$ cat config.mk
export PLATFORM = sky130hd
export DESIGN_NAME = fifo_wr_arbiter
export DESIGN_NICKNAME = d
export VERILOG_FILES = /design/src/rtl/fifo_wr_arbiter.sv
export SDC_FILE = /design/constraint.sdc
export NUM_CORES = 1
export LEC_CHECK = 0
export CAP_MARGIN = 20
export CORE_MARGIN = 2
export CORE_UTILIZATION = 43
export DETAILED_ROUTE_END_ITERATION = 12
export HOLD_SLACK_MARGIN = 0.06
export PLACE_DENSITY = 0.8
export SYNTH_ARGS = -nofsm -noshare
export SYNTH_HDL_FRONTEND = slang
export SYNTH_SLANG_ARGS = --single-unit
$ cat constraint.sdc
create_clock -name clk_i -period 2.7 [get_ports clk_i]
set_clock_uncertainty 0.15 [all_clocks]
set_input_delay 0.54 -clock clk_i [delete_from_list [all_inputs] [get_ports clk_i]]
set_output_delay 0.54 -clock clk_i [all_outputs]
set_load 0.01 [all_outputs]
$ cat src/rtl/fifo_wr_arbiter.sv
// fifo_wr_arbiter: packet-level round-robin arbiter sharing one async FIFO write port.
// Define FIFO_ARB_HEADER_EN to prepend a channel header byte {1, 0..., gid} to each packet.
module fifo_wr_arbiter #(
  parameter int NREQ    = 4,
  parameter int DSIZE   = 8,
  parameter int MAX_PKT = 256
) (
  input  logic                  clk_i,
  input  logic                  reset_i,
  input  logic [NREQ-1:0]       req_valid_i,
  input  logic [NREQ*DSIZE-1:0] req_data_i,
  input  logic [NREQ-1:0]       req_last_i,
  output logic [NREQ-1:0]       req_ready_o,
  output logic                  fifo_wr_en_o,
  output logic [DSIZE-1:0]      fifo_wr_data_o,
  input  logic                  fifo_full_i,
  output logic [NREQ-1:0]       grant_o,
  output logic                  busy_o,
  output logic                  trunc_o,
  input  logic                  trunc_clr_i
);

  localparam int CHW  = $clog2(NREQ);
  localparam int CNTW = $clog2(MAX_PKT + 1);
  localparam logic [CNTW-1:0] MAX_CNT = CNTW'(MAX_PKT);
  localparam logic [CHW-1:0]  LAST_ID = CHW'(NREQ - 1);

  typedef enum logic [1:0] {
    S_IDLE = 2'd0,
`ifdef FIFO_ARB_HEADER_EN
    S_HDR  = 2'd1,
`endif
    S_DATA = 2'd2,
    S_DROP = 2'd3
  } state_t;

`ifdef FIFO_ARB_HEADER_EN
  localparam state_t GRANT_STATE = S_HDR;
`else
  localparam state_t GRANT_STATE = S_DATA;
`endif

  state_t            state_q, state_d;
  logic [CHW-1:0]    rr_ptr_q, rr_ptr_d;
  logic [CHW-1:0]    gid_q, gid_d;
  logic [CNTW-1:0]   cnt_q, cnt_d;
  logic [NREQ-1:0]   grant_q, grant_d;
  logic              trunc_q, trunc_d;

  logic [CHW-1:0]    pick_id;
  logic [DSIZE-1:0]  sel_data;
  logic              sel_valid;
  logic              sel_last;
  logic [CNTW-1:0]   cnt_inc;
  logic              end_pkt;

  // First valid requester at or above ptr, wrapping past NREQ-1 back to 0.
  function automatic logic [CHW-1:0] rr_pick(input logic [NREQ-1:0] vld,
                                             input logic [CHW-1:0]  ptr);
    logic [CHW-1:0] id;
    logic           found;
    int             k;
    id    = '0;
    found = 1'b0;
    for (int i = 0; i < NREQ; i++) begin
      k = int'(ptr) + i;
      if (k >= NREQ) k = k - NREQ;
      if (!found && vld[CHW'(k)]) begin
        found = 1'b1;
        id    = CHW'(k);
      end
    end
    return id;
  endfunction

  assign pick_id   = rr_pick(req_valid_i, rr_ptr_q);
  assign sel_valid = req_valid_i[gid_q];
  assign sel_last  = req_last_i[gid_q];
  assign cnt_inc   = cnt_q + 1'b1;

  always_comb begin
    sel_data = '0;
    for (int n = 0; n < NREQ; n++) begin
      if (gid_q == CHW'(n)) sel_data = req_data_i[n*DSIZE +: DSIZE];
    end
  end

`ifdef FIFO_ARB_HEADER_EN
  logic [DSIZE-1:0] hdr_byte;

  always_comb begin
    hdr_byte             = '0;
    hdr_byte[DSIZE-1]    = 1'b1;
    hdr_byte[CHW-1:0]    = gid_q;
  end
`endif

  // NOTE: every signal written here gets a default first, so no path can infer a latch.
  always_comb begin
    state_d        = state_q;
    rr_ptr_d       = rr_ptr_q;
    gid_d          = gid_q;
    cnt_d          = cnt_q;
    grant_d        = grant_q;
    trunc_d        = trunc_q;
    end_pkt        = 1'b0;
    req_ready_o    = '0;
    fifo_wr_en_o   = 1'b0;
    fifo_wr_data_o = '0;

    // Clear is applied first so a same-cycle truncation below overrides it.
    if (trunc_clr_i) trunc_d = 1'b0;

    unique case (state_q)
      S_IDLE: begin
        if (|req_valid_i) begin
          gid_d            = pick_id;
          grant_d          = '0;
          grant_d[pick_id] = 1'b1;
          cnt_d            = '0;
          state_d          = GRANT_STATE;
        end
      end
`ifdef FIFO_ARB_HEADER_EN
      S_HDR: begin
        fifo_wr_data_o = hdr_byte;
        fifo_wr_en_o   = ~fifo_full_i;
        if (!fifo_full_i) state_d = S_DATA;
      end
`endif
      S_DATA: begin
        req_ready_o[gid_q] = ~fifo_full_i;
        fifo_wr_data_o     = sel_data;
        fifo_wr_en_o       = sel_valid & ~fifo_full_i;
        if (sel_valid && !fifo_full_i) begin
          cnt_d = cnt_inc;
          if (sel_last) begin
            end_pkt = 1'b1;
          end else if (cnt_inc == MAX_CNT) begin
            trunc_d = 1'b1;
            state_d = S_DROP;
          end
        end
      end
      S_DROP: begin
        req_ready_o[gid_q] = 1'b1;
        if (sel_valid && sel_last) end_pkt = 1'b1;
      end
      default: state_d = S_IDLE;
    endcase

    if (end_pkt) begin
      state_d  = S_IDLE;
      grant_d  = '0;
      rr_ptr_d = (gid_q == LAST_ID) ? '0 : gid_q + 1'b1;
    end
  end

  // NOTE: state registers use non-blocking assignments so every flop samples pre-edge values.
  always_ff @(posedge clk_i or posedge reset_i) begin
    if (reset_i) begin
      state_q  <= S_IDLE;
      rr_ptr_q <= '0;
      gid_q    <= '0;
      cnt_q    <= '0;
      grant_q  <= '0;
      trunc_q  <= 1'b0;
    end else begin
      state_q  <= state_d;
      rr_ptr_q <= rr_ptr_d;
      gid_q    <= gid_d;
      cnt_q    <= cnt_d;
      grant_q  <= grant_d;
      trunc_q  <= trunc_d;
    end
  end

  assign grant_o = grant_q;
  assign busy_o  = (state_q != S_IDLE);
  assign trunc_o = trunc_q;

endmodule

==> impl_results.md <==
- Tot GR Track Use: 0.221
- Reg-to-reg endpoint: cnt_q[8]
- Die width: 64.4 µm
- Dominant cell by count in the synthesized netlist: dfrtp_1
- Async SR Flop Fraction: 1.00
- Comb pwr share: 0.705
- Hold crit path type: register to register
- Synth cell types: 46
- Leak pwr: 1.05 nW
- Post-synth EDFFs: 0
- Cell Pwr Density: 908 mW/mm²
- Reg power frac: 0.212
- Sequential area share after synthesis: 0.319
- Via count: 1700
- Antenna violations before repair: 0
- Critical-path cell list: buf_4 -> mux4_2 -> or3b_4 -> inv_2 -> dlygate4sd2_1
- Arrival @ worst endpoint: 2020 ps
- FP Rows: 21
- First DRT Iteration DRCs: 102
- Compound-Gate Fraction of Synth Area: 0.216
- Max clock buf depth: 2
- XOR/XNOR share of the synthesized area: 0.00559
- Antenna-violating nets left: 0
- CP max stage cell: mux4_2
- WS Path Type: register to output pin
- Worst Hold End: grant_o[0]
- FF-to-FF Start: gid_q[0]
- Tightest Pin Transition: 765 ps
- Period utilisation layout: 1.00
- Drt drc: 0
- GP Congestion: 0.834
- Drt wl/cell: 15.1 µm
- Synthesized area: 0.00157 mm²
- Synth top cells by count: dfrtp_1, a21oi_1, nand2_1, nor2_1
- Worst Hold Depth: 2
- CTS Buf Count: 3
- Slew headroom: 0.490
- Initial Utilization: 0.459
- Min Tclk post-route: 2710 ps
- Final net count: 314
- Layout cells sized above 1: 0.201
- Most used DFF post-synth: dfrtp_1
- Yosys Warn Count: 0
- CTS tree: done
- Syn_nets: 241
- Switching Fraction: 0.438
- Global-route wire length before repair: 7390 µm
- Crit path launch type: register
- H-tree depth: 1
- Placed Instances: 303
- Clk sinks: 20
- Final hold violation count: 0
- Yosys reg bits: 20
- Hold Slack: 373 ps
- Top cell type's share of synthesized area: 0.319
- Register area: 502 µm²
- Largest net degree at the start of global routing: 21
- Psw: 0.973 mW
- Final setup violation count: 1
- R2r setup slk: 340 ps
- Root Driver: clkbuf_4
- Vias in the first global route: 1615
- Post-Synth Adder-Cell Area: 0.0399
- Core box area: 0.00342 mm²
- Ant diodes: 0
- Pre-antenna DRT Iters: 4
- Area of the multi-input gates: 0.00108 mm²
- Max Fanout on Critical Path: 8
- Layout area overhead: 56.0%
- Die Y: 64.4 µm
- Synthesized-area fraction occupied by and/or/nand/nor cells: 0.292
- Worst VDD drop: 0.000607 V
- Cell count after synthesis: 192
- Syn_area_per_cell: 8.17 µm²
- Largest family of logic cells by synthesized area: simple AND/OR/NAND/NOR gates
- Die footprint: 0.00414 mm²
- Synth area leaders: dfrtp_1, a21oi_1, nand2_1
- Outcome: finished, violations left
- Dominant cell type by area after synthesis: dfrtp_1
- RSZ-0062 raised after global routing: yes
- Mux contribution to synthesized area: 0.0630
- Worst Setup End Kind: output pin
- Max Cap Viol: 0
- Failing checks: negative setup slack
- Critical Path RT: 2010 ps
- Int Power: 1.25 mW
- Port bufs: 62
- Vias per cell: 5.48
- Final WL: 4690 µm
- Clock group share of total power: 0.082
- Final WS setup: -7.50 ps
- Cts hold-fix bufs: 0
- Hold Path Origin: grant_o[0]
- Fill cells: 256
- I/O Pins: 63
- DP Wirelength: 3310 µm
- Critical path's largest stage delay: 520 ps
- Reg clk slew, reported paths: 120 ps
- Non-Filler Instances: 310
- Fmax: 369 MHz
- Max-slew violation count: 0
- R2R depth: 6
- Clk_lat worst skew: 310 ps
- GRT overflow: 0
## what timing repair did
item / CTS / global route
pin swaps: 0 / 8
setup endpoints to repair: 11 / 13
gates resized for setup: 13 / 42
setup buffers: 1 / 2
## cell type report
type	instances	share of cell area
well taps	46	0.0235
clock buffers	4	0.0148
inverters	10	0.0153
multi-input cells	150	0.442
flip-flops and latches	20	0.205
repair buffers	80	0.299
## power groups by stage
stage               Sequential, mW  Combinational (mW)  Clock [mW]
floorplan                    0.467               0.825           0
global placement             0.463                1.40           0
detailed placement           0.466                1.41           0
CTS                          0.459                1.39       0.183
global route                 0.482                1.73       0.196
finish                       0.471                1.57       0.183
## cells by family after synthesis
group,after synthesis
compound gates,50
fa+ha+maj,5
flops,20
buf+inv,22
simple gates,87
mux,7
xor+xnor,1
## critical path, delay by kind of cell (launching register included)
family / cells / cell delay [ps]
mux: 1 / 520
buf+inv: 3 / 480
flops: 1 / 440
simple gates: 1 / 260
## registers in the layout (all words and copies together) (netlist names)
register and flops:
cnt_q 9, gid_q 2, grant_o 4, rr_ptr_q 2
state_q 2, trunc_o 1
## through the flow
stage               setup slack, ps  setup TNS [ps]  power (mW)  utilization  area, µm²
finish                        -7.50           -7.50        2.22        0.716       2450
global route                   -120            -398        2.41        0.716       2450
CTS                            -202            -782        2.03        0.686       2340
detailed placement             -251           -1400        1.88        0.672       2300
global placement               -237            -995        1.86        0.672       2300
floorplan                       476               0        1.29            -       1570
## cell usage in the layout (no fill, tap or decap), drive strengths merged, types with 3 or more instances in the layout
master	n
clkdlybuf4s50	51
mux2	3
o31ai	3
o21ai	11
nor2	17
nand3	7
a221oi	7
clkbuf	10
or2	3
nor2b	9
nand2	17
buf	20
nor4	3
inv	10
ha	5
a21oi	17
and2	6
dfrtp	20
or3	4
nor3	9
## layer usage
layer,track usage,wire [µm]
met2,0.370,2460
met5,0,0
met1,0.292,2020
met4,0.0585,81
met3,0.0423,130
## worst max-delay path by stage
stage,start,end,slack (ps),cells past startpoint
finish,gid_q[0],fifo_wr_en_o,-7,5
global route,gid_q[0],fifo_wr_data_o[1],-120,10
CTS,gid_q[1],fifo_wr_data_o[6],-200,7
detailed placement,req_valid_i[1],fifo_wr_en_o,-250,5
global placement,req_valid_i[1],fifo_wr_en_o,-240,5
floorplan,gid_q[0],fifo_wr_data_o[1],480,9
Power figures use the tool's default switching activity.
